==> config.mk <==
export PLATFORM = sky130hd
export DESIGN_NAME = tt_sweep_eval
export DESIGN_NICKNAME = d
export VERILOG_FILES = /design/src/rtl/tt_sweep_eval.sv
export SDC_FILE = /design/constraint.sdc
export NUM_CORES = 1
export LEC_CHECK = 0
export BUFFER_PORTS_ARGS = -buffer_cell sky130_fd_sc_hd__buf_2
export CORE_MARGIN = 4
export CORE_UTILIZATION = 53
export CTS_CLUSTER_SIZE = 40
export DETAILED_ROUTE_END_ITERATION = 6
export PLACE_DENSITY = 0.75
export SLEW_MARGIN = 20
export SYNTH_ARGS = -nofsm -noshare
export SYNTH_HDL_FRONTEND = slang
export SYNTH_SLANG_ARGS = --single-unit
==> constraint.sdc <==
create_clock -name clk -period 2.47 [get_ports clk]
set_input_delay 0.1235 -clock clk [delete_from_list [all_inputs] [get_ports clk]]
set_output_delay 0.1235 -clock clk [all_outputs]
set_load 0.1 [all_outputs]
==> src/rtl/tt_sweep_eval.sv <==
// tt_sweep_eval: exhaustive sequential evaluator for an N_IN-input boolean function held as a
// programmable truth table. On start the table is latched. The block then steps through every
// input vector 0..2**N_IN-1, one per clock. It captures each output into a result word, counts
// the ones and pulses done.
//
// Parameters:
//   N_IN      number of function inputs (1..8); table depth is 2**N_IN
// Ports:
//   clk       clock, rising edge
//   rst_n     synchronous active-low reset
//   start     begin a sweep (sampled in IDLE only)
//   abort     stop a running sweep without done
//   cfg_tt    truth table, bit k = f(vector k)
//   vec       vector under evaluation
//   s         f(vec) from the latched table
//   valid     vec/s meaningful this cycle
//   res       captured outputs, bit k = f(k)
//   ones      number of 1 outputs seen so far
//   busy      high while sweeping
//   done      one-cycle pulse at sweep completion
// Optional feature, macro TT_CMP_EN: compares against an expected table exp_tt and reports
//   mism, mism_cnt and first_bad.
module tt_sweep_eval #(
  parameter int unsigned N_IN = 4
) (
  input  logic                 clk,
  input  logic                 rst_n,
  input  logic                 start,
  input  logic                 abort,
  input  logic [2**N_IN-1:0]   cfg_tt,
`ifdef TT_CMP_EN
  input  logic [2**N_IN-1:0]   exp_tt,
  output logic                 mism,
  output logic [N_IN:0]        mism_cnt,
  output logic [N_IN-1:0]      first_bad,
`endif
  output logic [N_IN-1:0]      vec,
  output logic                 s,
  output logic                 valid,
  output logic [2**N_IN-1:0]   res,
  output logic [N_IN:0]        ones,
  output logic                 busy,
  output logic                 done
);

  localparam int unsigned Depth = 2**N_IN;
  localparam logic [N_IN-1:0] LastIdx = {N_IN{1'b1}};

  typedef enum logic [1:0] {StIdle, StRun, StDone} state_e;

  state_e             state_q, state_d;
  logic [N_IN-1:0]    idx_q, idx_d;
  logic [Depth-1:0]   tt_q, tt_d;
  logic [Depth-1:0]   res_q, res_d;
  logic [N_IN:0]      ones_q, ones_d;
  logic               run;
  logic               s_bit;

`ifdef TT_CMP_EN
  logic [Depth-1:0]   exp_q, exp_d;
  logic               mism_q, mism_d;
  logic [N_IN:0]      mism_cnt_q, mism_cnt_d;
  logic [N_IN-1:0]    first_bad_q, first_bad_d;
`endif

  assign run   = (state_q == StRun);
  assign s_bit = tt_q[idx_q];

  always_comb begin
    state_d = state_q;
    idx_d   = idx_q;
    tt_d    = tt_q;
    res_d   = res_q;
    ones_d  = ones_q;
`ifdef TT_CMP_EN
    exp_d       = exp_q;
    mism_d      = mism_q;
    mism_cnt_d  = mism_cnt_q;
    first_bad_d = first_bad_q;
`endif
    unique case (state_q)
      StIdle: begin
        // start has priority over abort here; abort is meaningless outside RUN
        if (start) begin
          state_d = StRun;
          tt_d    = cfg_tt;
          idx_d   = '0;
          res_d   = '0;
          ones_d  = '0;
`ifdef TT_CMP_EN
          exp_d       = exp_tt;
          mism_d      = 1'b0;
          mism_cnt_d  = '0;
          first_bad_d = '0;
`endif
        end
      end
      StRun: begin
        if (abort) begin
          // Partial res/ones are kept; the current vector is not captured
          state_d = StIdle;
        end else begin
          res_d[idx_q] = s_bit;
          ones_d       = ones_q + {{N_IN{1'b0}}, s_bit};
`ifdef TT_CMP_EN
          if (s_bit != exp_q[idx_q]) begin
            mism_d     = 1'b1;
            mism_cnt_d = mism_cnt_q + (N_IN+1)'(1);
            if (!mism_q) first_bad_d = idx_q;
          end
`endif
          // idx parks on the last vector rather than wrapping
          if (idx_q == LastIdx) state_d = StDone;
          else                  idx_d   = idx_q + N_IN'(1);
        end
      end
      StDone: state_d = StIdle;
      default: state_d = StIdle;
    endcase
  end

  always_ff @(posedge clk) begin
    if (!rst_n) begin
      state_q <= StIdle;
      idx_q   <= '0;
      tt_q    <= '0;
      res_q   <= '0;
      ones_q  <= '0;
`ifdef TT_CMP_EN
      exp_q       <= '0;
      mism_q      <= 1'b0;
      mism_cnt_q  <= '0;
      first_bad_q <= '0;
`endif
    end else begin
      state_q <= state_d;
      idx_q   <= idx_d;
      tt_q    <= tt_d;
      res_q   <= res_d;
      ones_q  <= ones_d;
`ifdef TT_CMP_EN
      exp_q       <= exp_d;
      mism_q      <= mism_d;
      mism_cnt_q  <= mism_cnt_d;
      first_bad_q <= first_bad_d;
`endif
    end
  end

  // vec/s are forced low outside RUN so idle outputs never show a stale vector
  assign vec   = run ? idx_q : '0;
  assign s     = run & s_bit;
  assign valid = run;
  assign busy  = run;
  assign done  = (state_q == StDone);
  assign res   = res_q;
  assign ones  = ones_q;

`ifdef TT_CMP_EN
  assign mism      = mism_q;
  assign mism_cnt  = mism_cnt_q;
  assign first_bad = first_bad_q;
`endif

endmodule
==> summary.txt <==
Synthesis
  – Ranking of synthesized cells by area: dfxtp_1 42%, nand2_1 8.0%, a21oi_1 5.6%
  – Number of synthesized flops with an enable pin: 0
  – Cell Area, Synth: 2058 sq um
  – Mapped Cells: 242
  – Largest area contributor in the netlist: dfxtp_1
  – Post-synthesis compound-gate area fraction: 20.43%
  – Distinct cells, synth: 42
  – Post-synth top area share: 41.82%
  – Post-Synth XOR/XNOR Area: 1.277%
  – Synth warn: 0
  – Sequential cell area fraction in the yosys report: 41.82%
  – Post-synthesis mux area share: 5.350%
  – Asr flop ratio synth: 0%
  – Commonest cells post-synth: 44 x nand2_1, 43 x dfxtp_1, 23 x a21oi_1, 13 x nor2_1
  – Largest family of logic cells by synthesized area: simple AND/OR/NAND/NOR gates
  – Adder-cell share of the synthesized area: 3.647%
  – Post-synth top flop: dfxtp_1
  – Synth Net Count: 268
  – Synth Area per Inst: 8.505 sq um
  – Cell with the most instances after synthesis: nand2_1
  – Register bit count reported by yosys: 43
  – Post-Synth Simple-Gate Area: 22.55%

Worst setup path
  – Reg2reg start: idx_q[1]
  – RR Endpoint: ones[4]
  – Critical path data required time: 2.66 ns
  – R2R cell count: 10
  – Crit path max-delay cell type: dfxtp_2
  – Max incr delay on CP: 0.45 ns
  – Setup CP Type: reg2reg
  – CP dominant cell by count: ha_1
  – Crit path DAT: 2.43 ns
  – Reg-to-reg setup timing slack: 0.23 ns
  – Worst setup EP type: flop
  – Startpoint types: flop
  – Worst-path fanout max: 9
  – Worst path cell trace: mux2i_1, a22oi_1, nand3_1, o22ai_1, ha_1, ha_1, inv_1, a2111oi_1, xnor2_1, nor2_1

Global routing
  – GRT overflow: 0
  – Antenna violations before repair: 0
  – First-pass GRT wire length: 8342 um
  – Tot GR Track Use: 20.97%
  – Met1 global-route usage: 27.49%
  – Gr busiest metal: met2
  – Vias in the first global route: 1745
  – M2 GR Usage: 32.95%
  – Met3 Resource Use GR: 5.324%
  – Pin count of the biggest net entering global routing: 30

Placed design
  – IO buf count: 48
  – GP Congestion: 0.8956
  – Place WS: 0.03163 ns
  – Post-DP HPWL: 3540 um
  – Post-placement cell area: 2381 sq um

Routing
  – DR WL/cell: 14.43 um
  – DRC violation count after routing: 0
  – Antenna Violating Nets Remaining: 0
  – Vias: 1945
  – Initial DRT Pass Iterations: 4
  – Vias/cell: 5.721
  – DRT Wirelength: 4905 um
  – 1st-iter DRT viols: 127

Hold path
  – Hold Path Class: in2reg
  – Min-delay src: abort
  – Hold Path End: state_q[1]
  – Hold path cells: 2

Layout
  – Fin area: 2516 sq um
  – Ant. Diodes: 0
  – Nets: 317
  – Layout area overhead: 22.25%
  – Share of cells above drive strength 1: 26.03%

Floorplan
  – Top-Level Pins: 49
  – DIE AREA: 4944 sq um
  – Die width: 70.32 um
  – Initial core utilization: 55.39%
  – Die height: 70.32 um
  – Core Area: 3716 sq um
  – Row count: 22

Clock network
  – H-Tree Depth: 2
  – Worst skew pair latency: 0.30 ns
  – CTS sink count: 43
  – Clock tree buffer depth: 2
  – Clock-pin slew on the worst setup and hold paths: 0.08 ns
  – Hold buffers post-CTS: 0
  – CTS buffer count: 5
  – Root buffer cell: clkbuf_8
  – CTS tree: yes

Timing
  – Final clock skew: 0.004700 ns
  – RSZ-0062 raised after global routing: no
  – Count of final hold-check violations: 0
  – Fin crit period: 2.237 ns
  – # setup viols final: 0
  – Slew Limit Fails: 0
  – Max Fclk: 0.4471 GHz
  – Final worst slack: 0.2335 ns
  – Setup_tns: 0 ns
  – Fin crit share: 90.55%
  – Slew @ Worst Pin: 0.6022 ns
  – Worst slew margin: 59.58%

Run status
  – Status: completed

Pwr
  – Worst IR Drop VDD: 423.6 uV
  – LEAKAGE: 1.055 nW
  – PwrDens: 618.2 nW/um^2
  – Pwr Total: 1.556 mW

Run
  – Maxcap violations: 0
==> repair_timing <==
action                     4_1_cts  5_1_grt
buffers inserted                 0        0
gates resized for setup          0        2
hold endpoints to repair         0        0
setup endpoints to repair        0        3
==> area by class of cell <==
class	count	area [sq um]
tap	48	60.06
clock inverter	2	60.06
timing repair buffer	59	322.8
sequential	43	862.1
clock buffer	6	72.57
inverter	6	22.52
multi-input combinational	176	1116
fill	333	1200
==> power by group <==
group / internal (mW) / switching (mW)
Clock: 0.404 / 0.237
Combinational: 0.0576 / 0.131
Sequential: 0.713 / 0.0126
==> worst max-delay path by stage <==
| stage | to | slack [ns] | startpoint |
|---|---|---|---|
| 2_1_floorplan | s | 0.06 | state_q[0] |
| 3_3_place_gp | ones[4] | 0.09 | idx_q[1] |
| 3_5_place_dp | ones[4] | 0.03 | idx_q[1] |
| 4_1_cts | ones[4] | 0.009 | idx_q[1] |
| 5_1_grt | ones[4] | 0.02 | idx_q[1] |
| 6_report | ones[4] | 0.23 | idx_q[1] |
==> per-layer routing <==
metal | wire length, um | part of all wire (%)
met5 | 0 | 0
met3 | 353 | 7.2
met4 | 65 | 1.3
met2 | 2264 | 46
met1 | 2222 | 45
==> flip-flops by register name (all words and copies together) (netlist names) <==
name	count
idx_q	4
ones	5
res	16
state_q	2
tt_q	16
==> cells by family (layout without fill, tap and decap cells) <==
| group | Yosys count | after routing |
|---|---|---|
| xor gates and xnor gates | 3 | 3 |
| and+or+nand+nor | 94 | 94 |
| DFF | 43 | 43 |
| AOI/OAI and AO/OA | 62 | 62 |
| adders and majority gates | 6 | 6 |
| buffers and inverters | 23 | 73 |
| muxes | 11 | 11 |
==> layout by cell type (no fill, tap or decap), types with 2 or more instances in the layout <==
cell type,netlist,layout
a31oi_1,4,4
a22oi_1,2,2
a41oi_1,6,6
or4_1,2,2
mux2i_1,11,11
a21oi_1,23,22
nor2_1,13,12
nor3_1,3,3
buf_4,2,11
ha_1,6,6
dfxtp_1,43,42
bufinv_16,0,2
buf_2,6,48
nor4bb_1,2,2
o21ai_0,4,3
and2_1,3,2
a32oi_1,11,11
nand2_1,44,44
clkbuf_8,0,5
xnor2_1,3,3
nand4_1,7,7
o31ai_1,2,2
inv_1,5,5
a311oi_1,2,2
nor2b_1,3,3
nand3_1,8,8
a211oi_1,2,2
==> through the flow <==
stage	hold WS [ns]	cells	util, %
floorplan	0.2020	242	-
global placement	0.3599	332	64.07
detailed placement	0.3561	332	64.07
CTS	0.04602	340	67.64
global route	0.05027	340	67.71
finish	0.05039	340	67.71
==> critical path, delay by kind of cell (launching register included) <==
kind                     cells  cell delay, ns
adder cells (fa/ha/maj)      2            0.34
AO/OA/AOI/OAI                3            0.84
XOR/XNOR                     1            0.17
multiplexers                 1            0.11
AND/OR/NAND/NOR              2            0.19
buffers and inverters        1            0.05
flip-flops                   1            0.45
Note: power is estimated with default switching activity, not from simulation.
